<file path="src/rtl/bt656_pkg.sv">
// Shared constants for the BT.656 capture path: default geometry, XY bit positions, FSM encoding.
// Optional build macro BT656_PROTECTION_CHECK_EN enables the XY protection-bit check (uses trs_prot).
package bt656_pkg;

    localparam int unsigned ACTIVE_WORDS_DEF = 720;
    localparam int unsigned FIELD_LINES_DEF  = 288;
    localparam logic [19:0] FIELD_BASE_DEF   = 20'h32A00;
    localparam int unsigned LINE_BYTES       = 1440;

    localparam int XY_ONE = 7;
    localparam int XY_F   = 6;
    localparam int XY_V   = 5;
    localparam int XY_H   = 4;

    localparam logic [2:0] ST_IDLE   = 3'd0;
    localparam logic [2:0] ST_ARM    = 3'd1;
    localparam logic [2:0] ST_BLANK  = 3'd2;
    localparam logic [2:0] ST_ACTIVE = 3'd3;
    localparam logic [2:0] ST_HBLANK = 3'd4;

    // Expected XY[3:0] for a given F/V/H
    function automatic logic [3:0] trs_prot(input logic f, input logic v, input logic h);
        return {v ^ h, f ^ h, f ^ v, f ^ v ^ h};
    endfunction

endpackage

</file>
<file path="src/rtl/bt656_trs_decoder.sv">
// Timing-reference (FF 00 00 XY) parser; flags malformed codes on sync_err.
// With BT656_PROTECTION_CHECK_EN defined, XY[3:0] must match the protection bits.
module bt656_trs_decoder
    import bt656_pkg::*;
(
    input  logic       clk,
    input  logic       rst,
    input  logic [7:0] din,
    output logic       code_valid,
    output logic       f,
    output logic       v,
    output logic       h,
    output logic       sync_err,
    output logic       in_trs
);

    localparam logic [1:0] SEARCH  = 2'd0;
    localparam logic [1:0] GOT_FF  = 2'd1;
    localparam logic [1:0] GOT_00A = 2'd2;
    localparam logic [1:0] GOT_00B = 2'd3;

    logic [1:0] state;
    logic       prot_ok;

    assign f      = din[XY_F];
    assign v      = din[XY_V];
    assign h      = din[XY_H];
    assign in_trs = (state != SEARCH);

`ifdef BT656_PROTECTION_CHECK_EN
    assign prot_ok = (din[3:0] == trs_prot(f, v, h));
`else
    assign prot_ok = 1'b1;
`endif

    always_comb begin
        code_valid = 1'b0;
        sync_err   = 1'b0;
        case (state)
            GOT_FF, GOT_00A: sync_err = (din != 8'h00);
            GOT_00B: begin
                code_valid = din[XY_ONE] && prot_ok;
                sync_err   = !(din[XY_ONE] && prot_ok);
            end
            default: ;
        endcase
    end

    always_ff @(posedge clk or negedge rst) begin
        if (!rst) begin
            state <= SEARCH;
        end else begin
            case (state)
                SEARCH:  state <= (din == 8'hFF) ? GOT_FF : SEARCH;
                GOT_FF:  state <= (din == 8'h00) ? GOT_00A : SEARCH;
                GOT_00A: state <= (din == 8'h00) ? GOT_00B : SEARCH;
                default: state <= SEARCH;
            endcase
        end
    end

endmodule

</file>
<file path="src/rtl/bt656_sram_writer.sv">
// Captures BT.656 frames into an async SRAM as 16-bit {Y,C} words, one write per Y byte.
// Build macro BT656_PROTECTION_CHECK_EN (in the decoder) rejects codes with bad protection bits.
module bt656_sram_writer
    import bt656_pkg::*;
#(
    parameter int unsigned ACTIVE_WORDS = ACTIVE_WORDS_DEF,
    parameter int unsigned FIELD_LINES  = FIELD_LINES_DEF,
    parameter logic [19:0] FIELD_BASE   = FIELD_BASE_DEF
) (
    input  logic        clk,
    input  logic        rst,
    input  logic [7:0]  qd,
    input  logic        capture_en,
    output logic [19:0] sram_addr,
    output logic [15:0] sram_data,
    output logic        sram_ce_n,
    output logic        sram_oe_n,
    output logic        sram_we_n,
    output logic        capturing,
    output logic        capture_done,
    output logic        sync_err,
    output logic        field
);

    localparam int          LW        = $clog2(FIELD_LINES + 1);
    localparam logic [LW-1:0] LINE_MAX = LW'(FIELD_LINES);
    localparam logic [10:0] BYTE_LAST = 11'(LINE_BYTES - 1);
    localparam logic [10:0] WORDS     = 11'(ACTIVE_WORDS);

    logic [7:0]    qd_r;
    logic          code_valid, cf, cv, ch, dec_err, in_trs;
    logic [2:0]    state;
    logic [LW-1:0] line_cnt;
    logic [10:0]   byte_cnt;
    logic [9:0]    word_idx;
    logic          full, seen_f1;
    logic [7:0]    c_lat;
    logic [19:0]   wr_addr;
    logic          in_frame, data_ok, wr_ok, frame_end;

    always_ff @(posedge clk or negedge rst) begin
        if (!rst) qd_r <= 8'h00;
        else      qd_r <= qd;
    end

    bt656_trs_decoder u_trs (
        .clk        (clk),
        .rst        (rst),
        .din        (qd_r),
        .code_valid (code_valid),
        .f          (cf),
        .v          (cv),
        .h          (ch),
        .sync_err   (dec_err),
        .in_trs     (in_trs)
    );

    assign in_frame  = (state == ST_BLANK) || (state == ST_ACTIVE) || (state == ST_HBLANK);
    assign capturing = in_frame;
    assign sram_ce_n = !in_frame;
    assign sram_oe_n = 1'b1;

    assign word_idx  = byte_cnt[10:1];
    assign wr_addr   = (field ? FIELD_BASE : 20'd0)
                     + 20'(line_cnt) * 20'(ACTIVE_WORDS) + 20'(word_idx);
    assign frame_end = code_valid && !cf && cv && seen_f1;

    // TRS bytes and FF never count as pixels; 'full' stops a rewrite of the last word past byte 1439
    assign data_ok = (state == ST_ACTIVE) && !in_trs && (qd_r != 8'hFF) && !full;
    assign wr_ok   = data_ok && byte_cnt[0] && ({1'b0, word_idx} < WORDS) && (line_cnt < LINE_MAX);

    always_ff @(posedge clk or negedge rst) begin
        if (!rst) begin
            state        <= ST_IDLE;
            line_cnt     <= '0;
            byte_cnt     <= '0;
            full         <= 1'b0;
            seen_f1      <= 1'b0;
            c_lat        <= 8'h00;
            sram_addr    <= 20'd0;
            sram_data    <= 16'd0;
            sram_we_n    <= 1'b1;
            capture_done <= 1'b0;
            sync_err     <= 1'b0;
            field        <= 1'b0;
        end else begin
            sync_err     <= dec_err;
            capture_done <= 1'b0;
            sram_we_n    <= 1'b1;

            if (code_valid) begin
                field <= cf;
                if (cv) line_cnt <= '0;
            end

            if (data_ok) begin
                if (byte_cnt == BYTE_LAST) full <= 1'b1;
                else                       byte_cnt <= byte_cnt + 11'd1;
                if (!byte_cnt[0]) c_lat <= qd_r;
            end

            if (wr_ok) begin
                sram_we_n <= 1'b0;
                sram_addr <= wr_addr;
                sram_data <= {qd_r, c_lat};
            end

            case (state)
                ST_IDLE: if (capture_en) state <= ST_ARM;
                ST_ARM:  if (code_valid && !cf && cv) state <= ST_BLANK;
                ST_BLANK, ST_ACTIVE, ST_HBLANK: begin
                    if (frame_end) begin
                        capture_done <= 1'b1;
                        seen_f1      <= 1'b0;
                        state        <= capture_en ? ST_ARM : ST_IDLE;
                    end else if (state != ST_ACTIVE && code_valid && !ch && !cv) begin
                        state    <= ST_ACTIVE;
                        byte_cnt <= '0;
                        full     <= 1'b0;
                        if (cf) seen_f1 <= 1'b1;
                    end else if (state == ST_ACTIVE && code_valid && ch) begin
                        // Only the EAV closing an active line advances the line
                        state <= ST_HBLANK;
                        if (!cv && line_cnt != LINE_MAX) line_cnt <= line_cnt + LW'(1);
                    end
                end
                default: state <= ST_IDLE;
            endcase
        end
    end

endmodule

</file>
<file path="config.mk">
export PLATFORM = sky130hd
export DESIGN_NAME = bt656_sram_writer
export DESIGN_NICKNAME = d
export VERILOG_FILES = /design/src/rtl/bt656_pkg.sv /design/src/rtl/bt656_trs_decoder.sv /design/src/rtl/bt656_sram_writer.sv
export SDC_FILE = /design/constraint.sdc
export NUM_CORES = 1
export LEC_CHECK = 0
export CAP_MARGIN = 20
export CORE_ASPECT_RATIO = 0.7
export CORE_MARGIN = 2
export CORE_UTILIZATION = 45
export CTS_BUF_LIST = sky130_fd_sc_hd__clkbuf_16
export DETAILED_ROUTE_END_ITERATION = 16
export PLACE_DENSITY = 0.75
export SLEW_MARGIN = 20
export SYNTH_ARGS = -nofsm -noshare
export SYNTH_HDL_FRONTEND = slang
export SYNTH_SLANG_ARGS = --single-unit
</file>
<file path="constraint.sdc">
create_clock -name clk -period 11.6 [get_ports clk]
set_input_delay 2.9 -clock clk [delete_from_list [all_inputs] [get_ports clk]]
set_output_delay 2.9 -clock clk [all_outputs]
set_load 0.02 [all_outputs]
</file>
==> results of run 1 <==
==> kinds of logic after synthesis <==
family                     Yosys count  synth area share
muxes                               13            0.0275
DFF                                 83             0.397
and+or+nand+nor                    199             0.173
xor gates and xnor gates            28            0.0468
buffers and inverters               74            0.0571
adders and majority gates           69             0.183
other                                1          0.000716
AOI/OAI and AO/OA                   91             0.115
==> layer usage <==
layer | wire length, um | GRT usage
met3 | 563 | 0.0405
met2 | 5130 | 0.307
met4 | 126 | 0.0502
met1 | 5790 | 0.275
met5 | 0 | 0
==> path summary, 6_finish.rpt <==
path                                       start                   endpoint  slack (ns)  depth (start not counted)
hold / removal              c_lat[2]$_DFFE_PN0P_   sram_data[2]$_DFFE_PN0P_        0.47                          2
min in group asynchronous                    rst  sram_addr[17]$_DFFE_PN0P_        2.36                          1
setup / recovery            state[1]$_DFFE_PN0P_                  capturing        6.62                          4
setup reg to reg           line_cnt[2]$_DFF_PN0_  sram_addr[18]$_DFFE_PN0P_        6.88                         17
max in group asynchronous                    rst      byte_cnt[4]$_DFF_PN0_        8.10                          2
hold reg to reg             c_lat[2]$_DFFE_PN0P_   sram_data[2]$_DFFE_PN0P_        0.47                          2
==> state kept, by name, summed over array words and instances, names as in the netlist, 2 cells and up <==
name         cells
sram_addr       20
u_trs.state      2
sram_data       16
c_lat            8
state            3
line_cnt         9
byte_cnt        11
qd_r             8
==> layout make-up <==
cell class	count	area, um2	area share
clock buffer	9	225	0.0363
clock inverter	7	87.6	0.0141
inverter	56	210	0.0339
multi-input combinational	401	2860	0.462
sequential	83	2080	0.335
tap	153	191	0.0309
timing repair buffer	55	541	0.0872
==> Yosys cell counts (3+ instances only) <==
cell      number  area share
o21bai_1       3      0.0043
mux2_2        11       0.024
nand3_1       13       0.012
and3_1         4      0.0048
o211ai_1       3      0.0043
o21a_1         4      0.0057
buf_2         11       0.011
nor2b_1        9       0.011
nor4_1         4      0.0048
a21oi_1       19       0.018
inv_1         55       0.039
o21ai_0       29       0.028
dfrtp_1       82        0.39
fa_1          13       0.050
nand4_1       10       0.012
nand2_1      101       0.072
nor2_1        32       0.023
a211oi_1       5      0.0072
ha_1          56        0.13
nor3_1        12       0.011
a21o_1         3      0.0043
xor2_1        12       0.020
xnor2_1       16       0.027
clkbuf_1       5      0.0036
==> through the flow <==
step	area [um2]	hold WS [ns]	worst slack (ns)	utilization
4_1_cts	6200	0.466	6.64	0.555
3_3_place_gp	5880	0.447	7.04	0.527
3_5_place_dp	5880	0.450	6.90	0.527
6_report	6200	0.467	6.62	0.555
5_1_grt	6200	0.488	6.54	0.555
2_1_floorplan	5240	0.433	7.22	-
==> power breakdown <==
part / switching (uW) / internal [uW] / total, uW
Clock: 111 / 186 / 298
Combinational: 15.4 / 16.1 / 31.5
Sequential: 10.0 / 301 / 311
==> worst min-delay path: stages (launching register included) <==
cell and delay, ns:
dfrtp_1 0.34, nand2_1 0.05, nand2_1 0.04
==> impl_metrics.env, run 1 <==
export IMPL_vias=4072
export IMPL_cts_made_buffers=9
export IMPL_gp_congestion=0.849
export IMPL_clockBufferDepth=2
export IMPL_power_density_mw_per_mm2=103
export IMPL_area_growth_pct=18.2
export IMPL_chipWidth_um=133
export IMPL_dp_hpwl_um=8610
export IMPL_synth_fp_nets=638
export IMPL_hold_violations=0
export IMPL_final_cells=764
export IMPL_drive_gt1_frac=0.0573
export IMPL_drtIter0Drc=379
export IMPL_finalCritPeriodShare=0.429
export IMPL_yosysSeqAreaShare=0.397
export IMPL_grt_pass1_vias=3987
export IMPL_cts_root_buf="clkbuf_16"
export IMPL_skew_ns=0.00724
export IMPL_yosysWarnings=0
export IMPL_die_y_um=94.3
export IMPL_clock_sink_count=83
export IMPL_synth_distinct_cells=59
export IMPL_io_buffers=52
export IMPL_maxCapViolCount=0
export IMPL_diodes=0
export IMPL_slowest_delay_ns=0.59
export IMPL_fin_crit_ns=4.98
export IMPL_grt_max_degree=79
export IMPL_clock_latency_ns=0.33
export IMPL_core_mm2=0.0112
export IMPL_cp_arrival_ns=2.08
export IMPL_ctsHoldBuffers=0
export IMPL_crit_path_start_kind="register"
export IMPL_place_inst=748
export IMPL_grt_overflow=0
export IMPL_layout_cells_most_common="nand2_1"
export IMPL_crit_path_max_fanout=12
export IMPL_track_usage=0.195
export IMPL_yosys_register_bits=83
export IMPL_synthFlopType="dfrtp_1"
export IMPL_dieArea_mm2=0.0125
export IMPL_fp_row_count=32
export IMPL_fin_nets=686
export IMPL_cts_tree="yes"
export IMPL_peakVddDrop_v=0.0000732
export IMPL_start_util=0.469
export IMPL_synth_cells=558
export IMPL_wirelength_um=11600
export IMPL_cts_htree_levels=3
export IMPL_critPathRequiredTime_ns=8.70
export IMPL_max_freq_mhz=201
export IMPL_final_antenna_net_count=0
export IMPL_slowest_stage="clkdlybuf4s50_1"
export IMPL_tightest_slew_ns=0.967
export IMPL_power_uw=641
export IMPL_grt_first_pass_wirelength_um=19400
export IMPL_antenna_found_initial=0
export IMPL_io_pins=54
export IMPL_slew_viol_final=0
export IMPL_rsz0062_at_grt="no"
export IMPL_hold_class="register to register"
export IMPL_crit_path_end_kind="primary output"
export IMPL_synth_area_mm2=0.00524
export IMPL_via_per_inst=5.33
export IMPL_path_buf_inv=2
export IMPL_leakagePower_uw=0.00312
export IMPL_fillers=925
export IMPL_path_delay_family="buffers and inverters"
export IMPL_synth_edff_count=0
export IMPL_status="completed"
export IMPL_post_cts_buffers=0
export IMPL_routedWlPerCell_um=15.2
export IMPL_async_flop_share=1.00
export IMPL_path_clk_slew_ns=0.06
export IMPL_final_cell_mix="nand2_1 (101), dfrtp_1 (82), inv_1 (58)"
export IMPL_slew_headroom=0.355
export IMPL_avgSynthCellArea_um2=9.39
export IMPL_cts_resized=0
export IMPL_path_cells="nor3b_1 > a21oi_1 > inv_1 > clkdlybuf4s50_1"
export IMPL_first_pass_iters=4
export IMPL_drc=0
export IMPL_setup_tns_ns=0
export IMPL_setup_viol=0
export IMPL_worst_setup_path_type="register to primary output"
No activity file was read; power rests on OpenSTA's default activity.
==> inputs of run 2 (changes only) <==
==> constraint.sdc (replaced) <==
create_clock -name clk -period 5.13 [get_ports clk]
set_input_delay 1.2825 -clock clk [delete_from_list [all_inputs] [get_ports clk]]
set_output_delay 1.2825 -clock clk [all_outputs]
set_load 0.02 [all_outputs]
==> run 2 against run 1 <==
Die area is the same. Cell area shrank 0.24%. Sequential cell count is the same. Final cell count shrank 0.13%. Register-to-register slack lost 6.5 ns. Clock skew grew 0.0063 ns. Routed wire length grew 0.92%. Core utilization shrank 0.13 points. Hold slack gained 0.0053 ns. Count of clock-buffer cells in the layout is the same. Sequential share of layout area grew 0.081 points.
==> impl_metrics.env, run 2 (synthesis results as in run 1) <==
export IMPL_final_cell_mix="nand2_1 (101), dfrtp_1 (82), ha_1 (56)"
export IMPL_wirelength_um=11700
export IMPL_clock_sink_count=83
export IMPL_cp_arrival_ns=4.99
export IMPL_pwr_share_seq=0.491
export IMPL_first_pass_iters=5
export IMPL_cts_tree="yes"
export IMPL_grt_overflow=0
export IMPL_grt_first_pass_wirelength_um=19500
export IMPL_tightest_slew_ns=0.759
export IMPL_fin_crit_ns=4.71
export IMPL_cts_root_buf="clkbuf_16"
export IMPL_layout_cells_most_common="nand2_1"
export IMPL_fp_row_count=32
export IMPL_antenna_found_initial=0
export IMPL_slowest_delay_ns=0.49
export IMPL_chipWidth_um=133
export IMPL_whs_path_depth=2
export IMPL_leakagePower_uw=0.00310
export IMPL_drc=0
export IMPL_via_per_inst=5.33
export IMPL_grt_pass1_vias=3943
export IMPL_path_clk_slew_ns=0.07
export IMPL_peakVddDrop_v=0.000162
export IMPL_start_util=0.469
export IMPL_slew_viol_final=0
export IMPL_diodes=0
export IMPL_path_cells="ha_1 > ha_1 > inv_1 > fa_1 > inv_1 > ha_1 > inv_1 > fa_1 > nor2b_1 > o21ai_0 > a21oi_1 > o21a_1 > nor2_1 > xnor2_1 > ha_1 > nand4_1 > o31ai_1 > nand3_1 > or4_1 > nand3_1"
export IMPL_dieArea_mm2=0.0125
export IMPL_hold_violations=0
export IMPL_cts_htree_levels=3
export IMPL_drive_gt1_frac=0.0607
export IMPL_reg_top3="sram_addr (20), sram_data (16), byte_cnt (11)"
export IMPL_crit_top_cell="ha_1"
export IMPL_slew_headroom=0.493
export IMPL_core_mm2=0.0112
export IMPL_drtIter0Drc=349
export IMPL_r2r_cells=20
export IMPL_post_cts_buffers=0
export IMPL_skew_ns=0.0136
export IMPL_p_sw_frac=0.235
export IMPL_intPower_uw=1100
export IMPL_io_buffers=52
export IMPL_hp_start="sram_data[11]$_DFFE_PN0P_"
export IMPL_status="completed"
export IMPL_gp_congestion=0.837
export IMPL_min_to="sram_data[11]$_DFFE_PN0P_"
export IMPL_crit_path_max_fanout=9
export IMPL_final_antenna_net_count=0
export IMPL_area_growth_pct=18.0
export IMPL_setup_viol=0
export IMPL_place_inst=747
export IMPL_vias=4070
export IMPL_worst_setup_path_type="register to register"
export IMPL_dp_hpwl_um=8650
export IMPL_p_clk_frac=0.459
export IMPL_max_freq_mhz=212
export IMPL_critPathRequiredTime_ns=5.41
export IMPL_routedWlPerCell_um=15.4
export IMPL_track_usage=0.196
export IMPL_combPwrFrac=0.050
export IMPL_fillers=980
export IMPL_io_pins=54
export IMPL_setup_tns_ns=0
export IMPL_rsz0062_at_grt="no"
export IMPL_finalCritPeriodShare=0.918
export IMPL_slowest_stage="dfrtp_1"
export IMPL_die_y_um=94.3
export IMPL_crit_path_start_kind="register"
export IMPL_fin_nets=685
export IMPL_maxCapViolCount=0
export IMPL_largest_reg_flops=20
export IMPL_r2r_end="sram_addr[18]$_DFFE_PN0P_"
export IMPL_crit_path_end_kind="register"
export IMPL_clockBufferDepth=2
export IMPL_switchingPower_uw=336
export IMPL_hold_class="register to register"
export IMPL_ctsHoldBuffers=0
export IMPL_clock_latency_ns=0.35
export IMPL_cts_made_buffers=9
export IMPL_r2r_setup_slack_ns=0.42
export IMPL_top_register="sram_addr"
export IMPL_power_density_mw_per_mm2=232
export IMPL_cts_resized=0
export IMPL_reg2reg_from="line_cnt[2]$_DFF_PN0_"
export IMPL_final_cells=763
export IMPL_grt_max_degree=49
run 2: power groups by stage:
stage,registers [uW],clock network (uW),logic (uW)
final,705,658,71.9
after global routing,708,695,78.9
after CTS,704,664,73.0
after detailed placement,716,0,72.1
after global placement,714,0,69.1
after floorplan,704,0,48.9
run 2: routing by layer:
layer	global-route usage	vias to the layer above	wire length, um
met5	0	-	0
met2	0.308	123	5140
met4	0.0421	0	67
met1	0.278	1950	5880
met3	0.0453	6	623
li1	-	1991	-
run 2: final cells by class:
| type | count | area, um2 | area share |
|---|---|---|---|
| flip-flops and latches | 83 | 2080 | 0.336 |
| well taps | 153 | 191 | 0.0310 |
| clock buffers | 9 | 225 | 0.0364 |
| repair buffers | 54 | 533 | 0.0862 |
| inverters | 56 | 210 | 0.0340 |
| multi-input cells | 401 | 2870 | 0.464 |
| clock inverters | 7 | 75.1 | 0.0121 |
run 2: how the worst max path moves through the flow:
stage / to / depth (start not counted) / start
floorplan: sram_addr[18]$_DFFE_PN0P_ / 17 / line_cnt[2]$_DFF_PN0_
global placement: sram_addr[18]$_DFFE_PN0P_ / 17 / line_cnt[2]$_DFF_PN0_
detailed placement: sram_addr[18]$_DFFE_PN0P_ / 17 / line_cnt[2]$_DFF_PN0_
CTS: sram_addr[18]$_DFFE_PN0P_ / 17 / line_cnt[2]$_DFF_PN0_
global route: sram_addr[18]$_DFFE_PN0P_ / 17 / line_cnt[2]$_DFF_PN0_
finish: sram_addr[18]$_DFFE_PN0P_ / 20 / line_cnt[2]$_DFF_PN0_
run 2: critical path, delay by kind of cell, from the launching register on:
kind,cells,cell delay (ns)
compound gates,4,0.86
xor+xnor,1,0.13
fa+ha+maj,6,2.05
buf+inv,3,0.18
flops,1,0.49
simple gates,6,0.95
run 2: metrics by stage:
stage	util	area [um2]	worst slack [ns]	hold slack, ns	power (uW)
floorplan	-	5240	0.748	0.433	753
global placement	0.526	5880	0.569	0.450	783
detailed placement	0.526	5880	0.455	0.459	788
CTS	0.553	6180	0.442	0.475	1440
global route	0.553	6180	0.0768	0.497	1480
finish	0.553	6180	0.422	0.472	1430
